## src/rtl/ps2_pkg.sv

```systemverilog
// Shared PS/2 definitions: controller states, keyboard command/response bytes
// and the host-to-device frame helper.
package ps2_pkg;

    typedef enum logic [2:0] {
        IDLE,
        INHIBIT,
        RTS,
        XFER,
        DONE
    } ps2_state_e;

    localparam logic [7:0] CMD_SET_LED = 8'hED;
    localparam logic [7:0] CMD_ENABLE  = 8'hF4;
    localparam logic [7:0] CMD_RESET   = 8'hFF;
    localparam logic [7:0] RSP_ACK     = 8'hFA;

    // Shift-out frame {odd parity, data}, sent LSB first.
    typedef struct packed {
        logic       parity;
        logic [7:0] data;
    } ps2_frame_t;

    function automatic ps2_frame_t ps2_frame(input logic [7:0] d);
        ps2_frame_t f;
        f.parity = ~^d;
        f.data   = d;
        return f;
    endfunction

endpackage

```

## src/rtl/ps2_edge_sync.sv

```systemverilog
// Two-flop synchronizer for an asynchronous PS/2 pin plus falling-edge detect
// from a third history flop. Shared by the transmit and receive paths.
module ps2_edge_sync (
    input  logic clk,
    input  logic clrn,
    input  logic pin,
    output logic level,
    output logic fall_c
);

    logic [2:0] sync_q;

    // Lines idle high, so reset the chain to 1 to avoid a spurious edge.
    always_ff @(posedge clk or negedge clrn) begin
        if (!clrn) begin
            sync_q <= 3'b111;
        end else begin
            sync_q <= {sync_q[1:0], pin};
        end
    end

    assign level  = sync_q[1];
    assign fall_c = sync_q[2] & ~sync_q[1];

endmodule

```

## src/rtl/ps2_host_tx.sv

```systemverilog
// Host-to-device PS/2 transmitter: inhibit, request-to-send, shift out
// data/parity/stop on device clock falls, then sample the device line ACK.
module ps2_host_tx
    import ps2_pkg::*;
#(
    parameter int unsigned INHIBIT_CYCLES = 5000,
    parameter int unsigned TIMEOUT_CYCLES = 750000
) (
    input  logic       clk,
    input  logic       clrn,
    input  logic       ps2_clk,
    input  logic       ps2_dat,
    output logic       ps2_clk_oe,
    output logic       ps2_dat_oe,
    input  logic [7:0] tx_data,
    input  logic       tx_valid,
    output logic       tx_ready,
    output logic       busy,
    output logic       done,
    output logic       ack_err,
    output logic       timeout_err
);

    localparam int unsigned INH_W = (INHIBIT_CYCLES > 1) ? $clog2(INHIBIT_CYCLES) : 1;
    localparam int unsigned TO_W  = (TIMEOUT_CYCLES > 1) ? $clog2(TIMEOUT_CYCLES) : 1;
    localparam int unsigned EDG_W = 4;

    logic             clk_fall_c;
    logic             clk_level;
    logic [1:0]       dat_sync_q;
    logic             dat_s;

    ps2_state_e       state,       state_nx;
    logic [8:0]       shift_q,     shift_nx;
    logic [EDG_W-1:0] edge_cnt,    edge_nx;
    logic [INH_W-1:0] inh_cnt,     inh_nx;
    logic [TO_W-1:0]  to_cnt,      to_nx;
    logic             clk_oe_nx,   dat_oe_nx;
    logic             done_nx,     ack_err_nx,  timeout_err_nx;
    logic             tx_ready_nx, busy_nx;

    ps2_edge_sync u_clk_sync (
        .clk    (clk),
        .clrn   (clrn),
        .pin    (ps2_clk),
        .level  (clk_level),
        .fall_c (clk_fall_c)
    );

    // Data pin only needs a plain two-flop synchronizer.
    always_ff @(posedge clk or negedge clrn) begin
        if (!clrn) begin
            dat_sync_q <= 2'b11;
        end else begin
            dat_sync_q <= {dat_sync_q[0], ps2_dat};
        end
    end

    assign dat_s = dat_sync_q[1];

    // State and registered outputs; reset releases both lines immediately.
    always_ff @(posedge clk or negedge clrn) begin
        if (!clrn) begin
            state       <= IDLE;
            shift_q     <= '0;
            edge_cnt    <= '0;
            inh_cnt     <= '0;
            to_cnt      <= '0;
            ps2_clk_oe  <= 1'b0;
            ps2_dat_oe  <= 1'b0;
            done        <= 1'b0;
            ack_err     <= 1'b0;
            timeout_err <= 1'b0;
            tx_ready    <= 1'b1;
            busy        <= 1'b0;
        end else begin
            state       <= state_nx;
            shift_q     <= shift_nx;
            edge_cnt    <= edge_nx;
            inh_cnt     <= inh_nx;
            to_cnt      <= to_nx;
            ps2_clk_oe  <= clk_oe_nx;
            ps2_dat_oe  <= dat_oe_nx;
            done        <= done_nx;
            ack_err     <= ack_err_nx;
            timeout_err <= timeout_err_nx;
            tx_ready    <= tx_ready_nx;
            busy        <= busy_nx;
        end
    end

    // Next-state and next-output logic.
    always_comb begin
        state_nx       = state;
        shift_nx       = shift_q;
        edge_nx        = edge_cnt;
        inh_nx         = inh_cnt;
        to_nx          = to_cnt;
        clk_oe_nx      = ps2_clk_oe;
        dat_oe_nx      = ps2_dat_oe;
        done_nx        = 1'b0;
        ack_err_nx     = 1'b0;
        timeout_err_nx = 1'b0;

        unique case (state)
            IDLE: begin
                clk_oe_nx = 1'b0;
                dat_oe_nx = 1'b0;
                if (tx_valid && tx_ready) begin
                    shift_nx  = ps2_frame(tx_data);
                    edge_nx   = '0;
                    inh_nx    = '0;
                    clk_oe_nx = 1'b1;
                    state_nx  = INHIBIT;
                end
            end
            INHIBIT: begin
                if (inh_cnt == INH_W'(INHIBIT_CYCLES - 1)) begin
                    dat_oe_nx = 1'b1;
                    state_nx  = RTS;
                end else begin
                    inh_nx = inh_cnt + INH_W'(1);
                end
            end
            RTS: begin
                clk_oe_nx = 1'b0;
                to_nx     = '0;
                state_nx  = XFER;
            end
            XFER: begin
                // The ACK edge takes priority over a coincident timeout.
                if (clk_fall_c && edge_cnt == EDG_W'(10)) begin
                    dat_oe_nx  = 1'b0;
                    done_nx    = ~dat_s;
                    ack_err_nx = dat_s;
                    state_nx   = DONE;
                end else if (to_cnt == TO_W'(TIMEOUT_CYCLES - 1)) begin
                    clk_oe_nx      = 1'b0;
                    dat_oe_nx      = 1'b0;
                    timeout_err_nx = 1'b1;
                    state_nx       = IDLE;
                end else begin
                    to_nx = to_cnt + TO_W'(1);
                    if (clk_fall_c) begin
                        edge_nx = edge_cnt + EDG_W'(1);
                        if (edge_cnt == EDG_W'(9)) begin
                            dat_oe_nx = 1'b0;
                        end else begin
                            dat_oe_nx = ~shift_q[0];
                            shift_nx  = {1'b0, shift_q[8:1]};
                        end
                    end
                end
            end
            DONE: begin
                state_nx = IDLE;
            end
            default: begin
                clk_oe_nx = 1'b0;
                dat_oe_nx = 1'b0;
                state_nx  = IDLE;
            end
        endcase

        tx_ready_nx = (state_nx == IDLE);
        busy_nx     = (state_nx != IDLE);
    end

    // Clock level is consumed only through the edge detector here.
    logic unused_ok;
    assign unused_ok = clk_level;

endmodule
```

## config.mk

```make
export PLATFORM = sky130hd
export DESIGN_NAME = ps2_host_tx
export DESIGN_NICKNAME = d
export VERILOG_FILES = /design/src/rtl/ps2_pkg.sv /design/src/rtl/ps2_edge_sync.sv /design/src/rtl/ps2_host_tx.sv
export SDC_FILE = /design/constraint.sdc
export NUM_CORES = 1
export LEC_CHECK = 0
export BUFFER_PORTS_ARGS = -buffer_cell sky130_fd_sc_hd__buf_2
export CAP_MARGIN = 10
export CELL_PAD_IN_SITES_DETAIL_PLACEMENT = 0
export CELL_PAD_IN_SITES_GLOBAL_PLACEMENT = 1
export CORE_MARGIN = 2
export CORE_UTILIZATION = 30
export DETAILED_ROUTE_END_ITERATION = 16
export GPL_ROUTABILITY_DRIVEN = 0
export PLACE_DENSITY = 0.59
export SLEW_MARGIN = 20
export SYNTH_ARGS = -nofsm -noshare
export SYNTH_HDL_FRONTEND = slang
export SYNTH_SLANG_ARGS = --single-unit
```

## constraint.sdc

```tcl
create_clock -name clk -period 5.5 [get_ports clk]
set_input_delay 0.55 -clock clk [delete_from_list [all_inputs] [get_ports clk]]
set_output_delay 0.55 -clock clk [all_outputs]
set_load 0.01 [all_outputs]
```

# Word-level counts from Yosys, hierarchy flattened
# Index checks and enable logic that the tools add are counted.
# word_totals
reg_bits	61
latch_bits	0
ram_bits	0
rom_bits	0
in_bits	13
memories	0
# op_classes
addsub	3
mul	0
div_mod_pow	0
n_lt_le_gt_ge	0
n_eq_ne	17
shifts	0
n_mux	39
bitwise	6
n_reduce_logical	17
# ops
operator	n
2-to-1 mux 9 bit	5
2-to-1 mux 20 bit	2
case mux 20 bit (2 select lines)	1
2-to-1 mux 13 bit	2
case mux 13 bit (2 select lines)	1
adder 20 x 1 -> 20 bit (second input constant)	1
== test 20 bit (second input constant)	1
case mux 9 bit (2 select lines)	1
2-to-1 mux 4 bit	4
inequality test 2 bit (second input constant)	8
2-to-1 mux 1 bit	15
adder 13 x 1 -> 13 bit (second input constant)	1
== test 13 bit (second input constant)	1
2-to-1 mux 3 bit	4
case mux 3 bit (4 select lines)	1
AND reduction 3 bit	4
== test 4 bit (second input constant)	2
case mux 4 bit (2 select lines)	1
XNOR reduction 8 bit	1
== test 3 x 2 -> 1 bit (second input constant)	2
logical NOT 3 bit	2
case mux 1 bit (3 select lines)	2
AND reduction 6 bit	1
nonzero test 2 bit	3
other kinds (10)	16

# Logic depth before layout (Yosys ltp)
# Gate-level depths: netlist of the first run.
# logic_depth
ltp_word	6
ltp_mapped	8

# Cells and area by module
# From an unflattened synthesis of the first run, not the netlist that was laid out.
# hier_totals
hier_cells	306
area_unflattened_um2	3198.1
# modules_own_cells
mod	instances	cells_each	area_each_um2	seq_area_each_um2
ps2_host_tx	1	302	3105.5	1455.1
ps2_edge_sync	1	4	92.6	78.8

# Least setup slack after synthesis of the first run
# OpenSTA, ideal clock, no wires.
# synth_path
path_type	register -> register
start	register to_cnt[4]
end	register busy
arrival_ns	2.108
required_time_ns	5.361
path_slack_ns	3.253
path_stages_with_launch	6
path_buffers	0
synth_period_minus_slack_ns	2.247
cell_sequence	dfrtp_1 > or4_1 > or4_4 > nor3_4 > a21oi_1 > or4_1
# synth_between
elab_chain_cells	5
# synth_rtl
item	line	text
from (decl)	ps2_host_tx.sv:37	logic [TO_W-1:0] to_cnt, to_nx;
from (signal assigned)	ps2_host_tx.sv:81	to_cnt <= to_nx;
== test 20 bit	ps2_host_tx.sv:137	end else if (to_cnt == TO_W'(TIMEOUT_CYCLES - 1)) begin
2-to-1 mux 3 bit	ps2_host_tx.sv:137	
2-to-1 mux 3 bit	ps2_host_tx.sv:132	if (clk_fall_c && edge_cnt == EDG_W'(10)) begin
case mux 3 bit (4 select lines)	ps2_host_tx.sv:105	unique case (state)
nonzero test 3 bit	ps2_host_tx.sv:166	busy_nx = (state_nx != IDLE);
via busy_nx	ps2_host_tx.sv:40	logic tx_ready_nx, busy_nx;
to (signal assigned)	ps2_host_tx.sv:88	busy <= busy_nx;
to (decl)	ps2_host_tx.sv:18	output logic busy,
# The timed path passes the listed nets, and every way through them passes these cells.
# A chain may end at the register's enable or synchronous reset.

# Worst setup path after layout of the first run
# layout_path
start	register state[2]
end	register shift_q[5]
# layout_between
elab_chain_cells	3
elab_cells_between_ends	10
# layout_rtl
item	line	text
from (decl)	ps2_host_tx.sv:33	ps2_state_e state, state_nx;
from (signal assigned)	ps2_host_tx.sv:77	state <= state_nx;
== test 3 x 2 -> 1 bit or logical NOT 3 bit (tied branches)	ps2_host_tx.sv:105	
inequality test 2 bit (no line) or nonzero test 2 bit (tied branches)	-	
AND reduction 6 bit (no line)	-	
to (signal assigned)	ps2_host_tx.sv:78	shift_q <= shift_nx;
to (decl)	ps2_host_tx.sv:34	logic [8:0] shift_q, shift_nx;
# Parallel ways exist; a longest one is shown, timed or not.

==> results of run 1 <==
## layout by cell type (no fill, tap or decap), types with 5 or more instances in the layout
cell      netlist  layout
o31ai_1         8       8
buf_2           1      19
xor2_1         14      14
nand2b_1        5       5
o21ai_0         5       5
and3_1         11      11
dfstp_2         6       6
mux2_2          9       9
nand2_1        47      47
nand3_1        17      17
or4_1           8       8
nor3_1          8       8
xnor2_1        10      10
nand4_1        12      12
dfrtp_1        55      55
nor4b_1         5       5
a21oi_1        14      14
clkbuf_8        0       9
nor2_1         24      24
ha_1            5       5
## worst register-to-register path: stages (launching register included)
cell	delay [ns]
dfrtp_1	0.45
nand3b_1	0.61
a31oi_1	0.91
nand2_1	0.20
o21ai_2	0.41
mux2_2	0.39
## state kept, by name, indices dropped and copies added, names as in the netlist
name	count
ps2_dat_oe	1
shift_q	9
busy	1
state	3
tx_ready	1
done	1
ack_err	1
u_clk_sync.sync_q	3
dat_sync_q	2
edge_cnt	4
timeout_err	1
to_cnt	20
inh_cnt	13
ps2_clk_oe	1
## cells by family (layout without fill, tap and decap cells)
family                     after synthesis  count (layout)  synth area share
AOI/OAI and AO/OA                       42              42            0.0876
and+or+nand+nor                        164             164             0.283
buffers and inverters                   15              42            0.0182
xor gates and xnor gates                24              24            0.0663
muxes                                   12              12            0.0415
DFF                                     61              61             0.484
adders and majority gates                5               5            0.0197
## power by group through the flow
stage	Combinational, mW	Sequential [mW]	Clock, mW
CTS	0.0305	0.452	0.426
finish	0.0290	0.452	0.409
floorplan	0.0118	0.461	0
global placement	0.0305	0.461	0
global route	0.0336	0.452	0.446
detailed placement	0.0304	0.461	0
## area by class of cell
class,instances,area [µm²],area share
inverter,4,15.0,0.00416
clock buffer,9,124,0.0343
sequential,61,1530,0.425
tap,136,170,0.0471
multi-input combinational,247,1580,0.437
clock inverter,7,75.1,0.0208
timing repair buffer,22,118,0.0325
## path summary, 6_finish.rpt
| kind | end | cells after the start | slack, ns |
|---|---|---|---|
| min | dat_sync_q[0]$_DFF_PN1_ | 1 | 0.29 |
| min reg2reg | u_clk_sync.sync_q[1]$_DFF_PN1_ | 0 | 0.36 |
| max | shift_q[5]$_DFFE_PN0P_ | 5 | 2.41 |
| max reg2reg | shift_q[5]$_DFFE_PN0P_ | 5 | 2.41 |
| max in group asynchronous | shift_q[3]$_DFFE_PN0P_ | 2 | 4.60 |
| min in group asynchronous | inh_cnt[12]$_DFFE_PN0P_ | 2 | 0.37 |
## per-layer routing
metal  global-route usage  part of all wire  vias to the layer above
met5                    0                 0                        -
met4               0.0343            0.0075                        0
met3               0.0401             0.028                        4
met2                0.215              0.46                       24
met1                0.190              0.50                     1196
li1                     -                 -                     1221
==> run_results.csv, run 1 <==
group,metric,value,unit
run_status,status,"complete, no violations",
timing,worst_slew_pin_slew,0.937,ns
yosys,yosysMostFrequentCell,"dfrtp_1",
pwr,power_switching_share,0.244,
detailed_routing,firstDrtPassIters,4,
timing,setup_tns,0,ns
timing,worst_slack,2.41,ns
yosys,synth_area_leaders,"dfrtp_1 (43%), nand2_1 (5.6%), dfstp_2 (5.0%), xor2_1 (3.9%), mux2_2 (3.2%)",
yosys,ys_seq_elements,61,
place,dp_slack,2.34,ns
clocking,cts_setup_buffers,0,
detailed_routing,wire_per_inst,15.1,µm
place,port_buffers,19,
yosys,syn_inst,323,
global_route,grt_pass1_wl,12400,µm
timing,fin_crit_sh,0.562,
hold_path,hp-class,"in2reg",
yosys,synthTopCellsByCount,"dfrtp_1 (55), nand2_1 (47), nor2_1 (24)",
pwr,power_density,246,nW/µm²
place,placed_area,3410,µm²
flow_run,drv_cap,0,
detailed_routing,vias,2445,
timing,relSlewSlack,0.374,
detailed_routing,drc,0,
timing,fin_crit,3.09,ns
global_route,grtUsageTotal,0.138,
final_layout,synthToLayoutAreaGrowth,14.0,%
clocking,clk_pin_slew_worst_paths,0.08,ns
timing,rsz0062_at_grt,"no",
yosys,async_reset_ff_frac,1.00,
global_route,first_global_vias,2376,
detailed_routing,wl,7350,µm
timing,hold_viol_final,0,
worst_setup_path,critPathLaunchType,"register",
worst_setup_path,path_class,"reg2reg",
worst_setup_path,cpMaxStageDelayCell,"a31oi_1",
pwr,p_sw,0.217,mW
detailed_routing,antenna_left,0,
worst_setup_path,path_cells,"nand3b_1 -> a31oi_1 -> nand2_1 -> o21ai_2 -> mux2_2",
yosys,synth_top_cell_by_area,"dfrtp_1",
clocking,cts-hold-fix-buffers,0,
yosys,yosysSeqAreaShare,0.484,
detailed_routing,drt-initial-drc-count,156,
die,die-width,107,µm
global_route,antenna_found_initial,0,
final_layout,stdcell_area,3610,µm²
yosys,ys_types,50,
pwr,total_power,0.890,mW
final_layout,nFillCells,1082,
worst_setup_path,crit_fanout,20,
timing,clock_skew,0.0108,ns
yosys,synth_area_per_cell,9.81,µm²
die,pin_count,20,
pwr,p_int,0.673,mW
global_route,overflow,0,
pwr,seqPwrFrac,0.508,
place,hpwl,4980,µm
place,dpl.cell_count,470,
worst_setup_path,crit_path_max_incr_delay,0.90,ns
yosys,synth_edf_count,0,
global_route,grt_max_degree,62,
die,initial_core_util,0.308,
clocking,numCtsBuffers,9,
pwr,clockPowerShare,0.459,
final_layout,antenna_cells,0,
yosys,netlist_area,3170,µm²
worst_setup_path,path_buf_inv,0,
final_layout,fin_util,0.352,
yosys,synth_top_area_share,0.434,
worst_setup_path,critPathArrivalTime,3.32,ns
final_layout,drive_gt1_frac,0.180,
clocking,cts.sinks,61,
hold_path,hold_start,"ps2_dat",
yosys,synth_fp_nets,341,
final_layout,layoutNonFillerInstCount,486,
worst_setup_path,path_delay_family,"compound AO/OA/AOI/OAI gates",
timing,fmax,0.324,GHz
pwr,ir_worst_vdd,115,µV
final_layout,nets,363,
worst_setup_path,crit_required,5.73,ns
die,core_area,10300,µm²
clocking,clkLatencyLatePin,0.35,ns
clocking,cts_repair_resize_count,0,
die,rows,37,
timing,final-setup-viol-count,0,
clocking,htreeDepth,3,
worst_setup_path,r2r_start,"state[2]$_DFF_PN0_",
clocking,root_buffer,"clkbuf_8",
worst_setup_path,critPathLaunch,"state[2]$_DFF_PN0_",
timing,slew_violations,0,
timing,hold_slack,0.289,ns
yosys,yosys_warnings,0,
clocking,cts_buffer_depth,2,
clocking,cts_tree,"built",
pwr,total_leakage_power,1.54,nW
die,die_area,11400,µm²
detailed_routing,via_per_inst,5.03,
pwr,comb_power_share,0.033,
worst_setup_path,crit_path_end_kind,"register",
die,die-height,107,µm
yosys,synthFlopType,"dfrtp_1",
No activity file was read; power rests on OpenSTA's default activity.
==> run 2, diff against run 1 <==
- ABC_AREA: not set -> 1
- PLACE_DENSITY: 0.59 -> 0.64
- clock period: 5.5 -> 2.8 ns (I/O delays scaled with it)
==> run 2 against run 1 <==
- die area increased by 14%
- critical path depth rose by 5
- synthesized area rose by 14%
- setup slack got worse by 1.8 ns
- final area is 15% higher
- critical endpoint is now to_cnt[10]$_DFFE_PN0P_
- highest routed layer unchanged
==> run_results.csv, run 2 <==
group,metric,value,unit
detailed_routing,via_per_inst,4.70,
pwr,power_density,508,nW/µm²
clocking,cts.sinks,61,
yosys,yosys.area_share.adder,0.0173,
yosys,synth_edf_count,0,
detailed_routing,wire_per_inst,13.2,µm
clocking,cts_repair_resize_count,0,
yosys,netlist_area,3620,µm²
yosys,yosysMostFrequentCell,"nand2_1",
pwr,total_leakage_power,1.89,nW
worst_setup_path,crit_fanout,36,
final_layout,largest_registers,"to_cnt: 20 flops, inh_cnt: 13 flops, shift_q: 9 flops",
clocking,cts-hold-fix-buffers,0,
timing,relSlewSlack,0.448,
die,die_area,13000,µm²
final_layout,synthToLayoutAreaGrowth,14.3,%
yosys,syn_inst,499,
global_route,met1_usage,0.203,
timing,clock_skew,0.0111,ns
worst_setup_path,cpMaxStageDelayCell,"dfrtp_1",
pwr,ir_worst_vdd,367,µV
yosys,synth_area_leaders,"dfrtp_1 (38%), nand2_1 (19%), nor2_1 (6.6%), dfstp_2 (4.4%), nand3_1 (4.0%)",
detailed_routing,wl,8840,µm
clocking,numCtsBuffers,9,
detailed_routing,firstDrtPassIters,4,
yosys,synth_compound_area_frac,0.0470,
final_layout,layout_commonest_cell,"nand2_1",
final_layout,regMostFlops,"to_cnt",
yosys,ys_types,33,
clocking,htreeDepth,3,
worst_setup_path,reg2reg_slack,0.61,ns
clocking,clkLatencyLatePin,0.34,ns
yosys,yosys.area_share.simple,0.390,
worst_setup_path,crit_path_max_incr_delay,0.43,ns
worst_setup_path,cp_common_cell,"nand2_1",
timing,fmax,0.457,GHz
final_layout,nets,538,
clocking,cts_buffer_depth,2,
worst_setup_path,r2r_end,"to_cnt[10]$_DFFE_PN0P_",
global_route,overflow,0,
global_route,grt_max_degree,62,
detailed_routing,drt-initial-drc-count,197,
die,initial_core_util,0.304,
die,pin_count,20,
yosys,synth_fp_nets,517,
final_layout,antenna_cells,0,
timing,worst_slew_pin_slew,0.827,ns
die,rows,40,
detailed_routing,drc,0,
die,die-width,114,µm
yosys,async_reset_ff_frac,1.00,
yosys,yosys_warnings,0,
yosys,yosys.area_share.xor_xnor,0.0532,
final_layout,drive_gt1_frac,0.126,
global_route,grt_use_met2,0.240,
worst_setup_path,critPathLaunchType,"register",
global_route,grt.busiest_layer,"met2",
worst_setup_path,critPathArrivalTime,2.42,ns
timing,worst_slack,0.610,ns
global_route,first_global_vias,3104,
global_route,antenna_found_initial,0,
clocking,cts_setup_buffers,0,
yosys,synthTopCellsByCount,"nand2_1 (183), nor2_1 (64), dfrtp_1 (55)",
worst_setup_path,r2r_start,"to_cnt[0]$_DFFE_PN0P_",
timing,rsz0062_at_grt,"no",
detailed_routing,vias,3158,
place,port_buffers,19,
global_route,grtUsageTotal,0.151,
hold_path,hold_start,"ps2_dat",
yosys,synth_top_cell_by_area,"dfrtp_1",
yosys,ys_seq_elements,61,
worst_setup_path,crit_path_end_kind,"register",
timing,fin_crit,2.19,ns
global_route,grt_pass1_wl,15400,µm
timing,setup_tns,0,ns
place,dp_slack,0.601,ns
die,die-height,114,µm
final_layout,nFillCells,1292,
place,hpwl,6110,µm
hold_path,min_to,"dat_sync_q[0]$_DFF_PN1_",
clocking,cts_tree,"built",
timing,fin_crit_sh,0.782,
hold_path,whs_path_depth,1,
timing,hold_viol_final,0,
hold_path,hp-class,"in2reg",
final_layout,largest_register_ffs,20,
yosys,synth.area.mux_share,0,
run_status,status,"complete, no violations",
yosys,synth_top_area_share,0.380,
detailed_routing,antenna_left,0,
yosys,yosysSeqAreaShare,0.424,
clocking,root_buffer,"clkbuf_16",
timing,slew_violations,0,
final_layout,mostFrequentLayoutCells,"nand2_1 (183), nor2_1 (64), dfrtp_1 (55)",
die,core_area,11900,µm²
worst_setup_path,ff2ff_path_depth,10,
yosys,synth_top_family_by_area,"simple AND/OR/NAND/NOR gates",
yosys,synth_area_per_cell,7.26,µm²
worst_setup_path,crit_required,3.03,ns
worst_setup_path,path_cells,"ha_1 -> nand2_1 -> inv_1 -> nand2_1 -> nor2_1 -> nand3_2 -> nand2_4 -> inv_2 -> nand2_1 -> nand2_1",
worst_setup_path,path_class,"reg2reg",
clocking,clk_pin_slew_worst_paths,0.06,ns
global_route,grtUsageMet3,0.0430,
timing,final-setup-viol-count,0,
yosys,synthFlopType,"dfrtp_1",
flow_run,drv_cap,0,
==> run 2: changes by cell type after synthesis, moves of 9 or more <==
cell,previous run,this run
mux2_2,9,0
inv_1,4,37
nor2_1,24,64
nand2_1,47,183
nand3_1,17,29
a21oi_1,14,2
o21ai_1,0,10
o21ai_0,5,16
and3_1,11,0
==> run 2: report_power, final <==
part           internal [mW]  total, mW  switching [mW]
sequential             0.888      0.890         0.00145
combinational         0.0187     0.0540          0.0354
clock                  0.717       1.16           0.442
==> run 2: final cells by class <==
| cell class | count | area [µm²] | area share |
|---|---|---|---|
| Sequential cell | 61 | 1530 | 0.371 |
| Clock inverter | 6 | 70.1 | 0.0169 |
| Multi-Input combinational cell | 384 | 1840 | 0.444 |
| Tap cell | 147 | 184 | 0.0444 |
| Inverter | 43 | 166 | 0.0402 |
| Timing Repair Buffer | 21 | 110 | 0.0266 |
| Clock buffer | 10 | 239 | 0.0577 |
==> run 2: metal layers <==
metal	share of wire	up-vias
met5	0	-
met2	0.46	44
met4	0.011	0
li1	-	1634
met3	0.032	8
met1	0.49	1472
==> run 2: per-stage QoR <==
step           cells  area, µm²  total power [mW]  hold WS, ns  utilization
6_report         672       4140              2.10       0.0377        0.348
5_1_grt          672       4140              2.18       0.0260        0.348
4_1_cts          672       4140              2.14       0.0247        0.348
3_5_place_dp     656       3830             0.962        0.349        0.322
3_3_place_gp     656       3830             0.961        0.348        0.322
2_1_floorplan    499       3620             0.926      -0.0156            -
==> run 2: logic make-up (layout without fill, tap and decap cells) <==
logic type,after synthesis,count (layout)
buf+inv,54,80
compound gates,32,32
fa+ha+maj,5,5
simple gates,325,325
flops,61,61
xor+xnor,22,22
==> run 2: how the worst max path moves through the flow <==
stage,from,end,slack [ns],cells past startpoint
after global routing,to_cnt[0]$_DFFE_PN0P_,to_cnt[9]$_DFFE_PN0P_,0.28,10
after floorplan,to_cnt[0]$_DFFE_PN0P_,shift_q[8]$_DFFE_PN0P_,1.29,10
after detailed placement,to_cnt[0]$_DFFE_PN0P_,to_cnt[10]$_DFFE_PN0P_,0.60,10
after CTS,to_cnt[0]$_DFFE_PN0P_,to_cnt[11]$_DFFE_PN0P_,0.59,10
final,to_cnt[0]$_DFFE_PN0P_,to_cnt[10]$_DFFE_PN0P_,0.61,10
after global placement,to_cnt[0]$_DFFE_PN0P_,to_cnt[11]$_DFFE_PN0P_,0.66,10
==> run 2: worst max-delay path, delay by kind of cell, from the launching register on <==
family,cells,cell delay [ns]
buffers and inverters,2,0.25
adders and majority gates,1,0.29
DFF,1,0.43
and+or+nand+nor,7,1.12
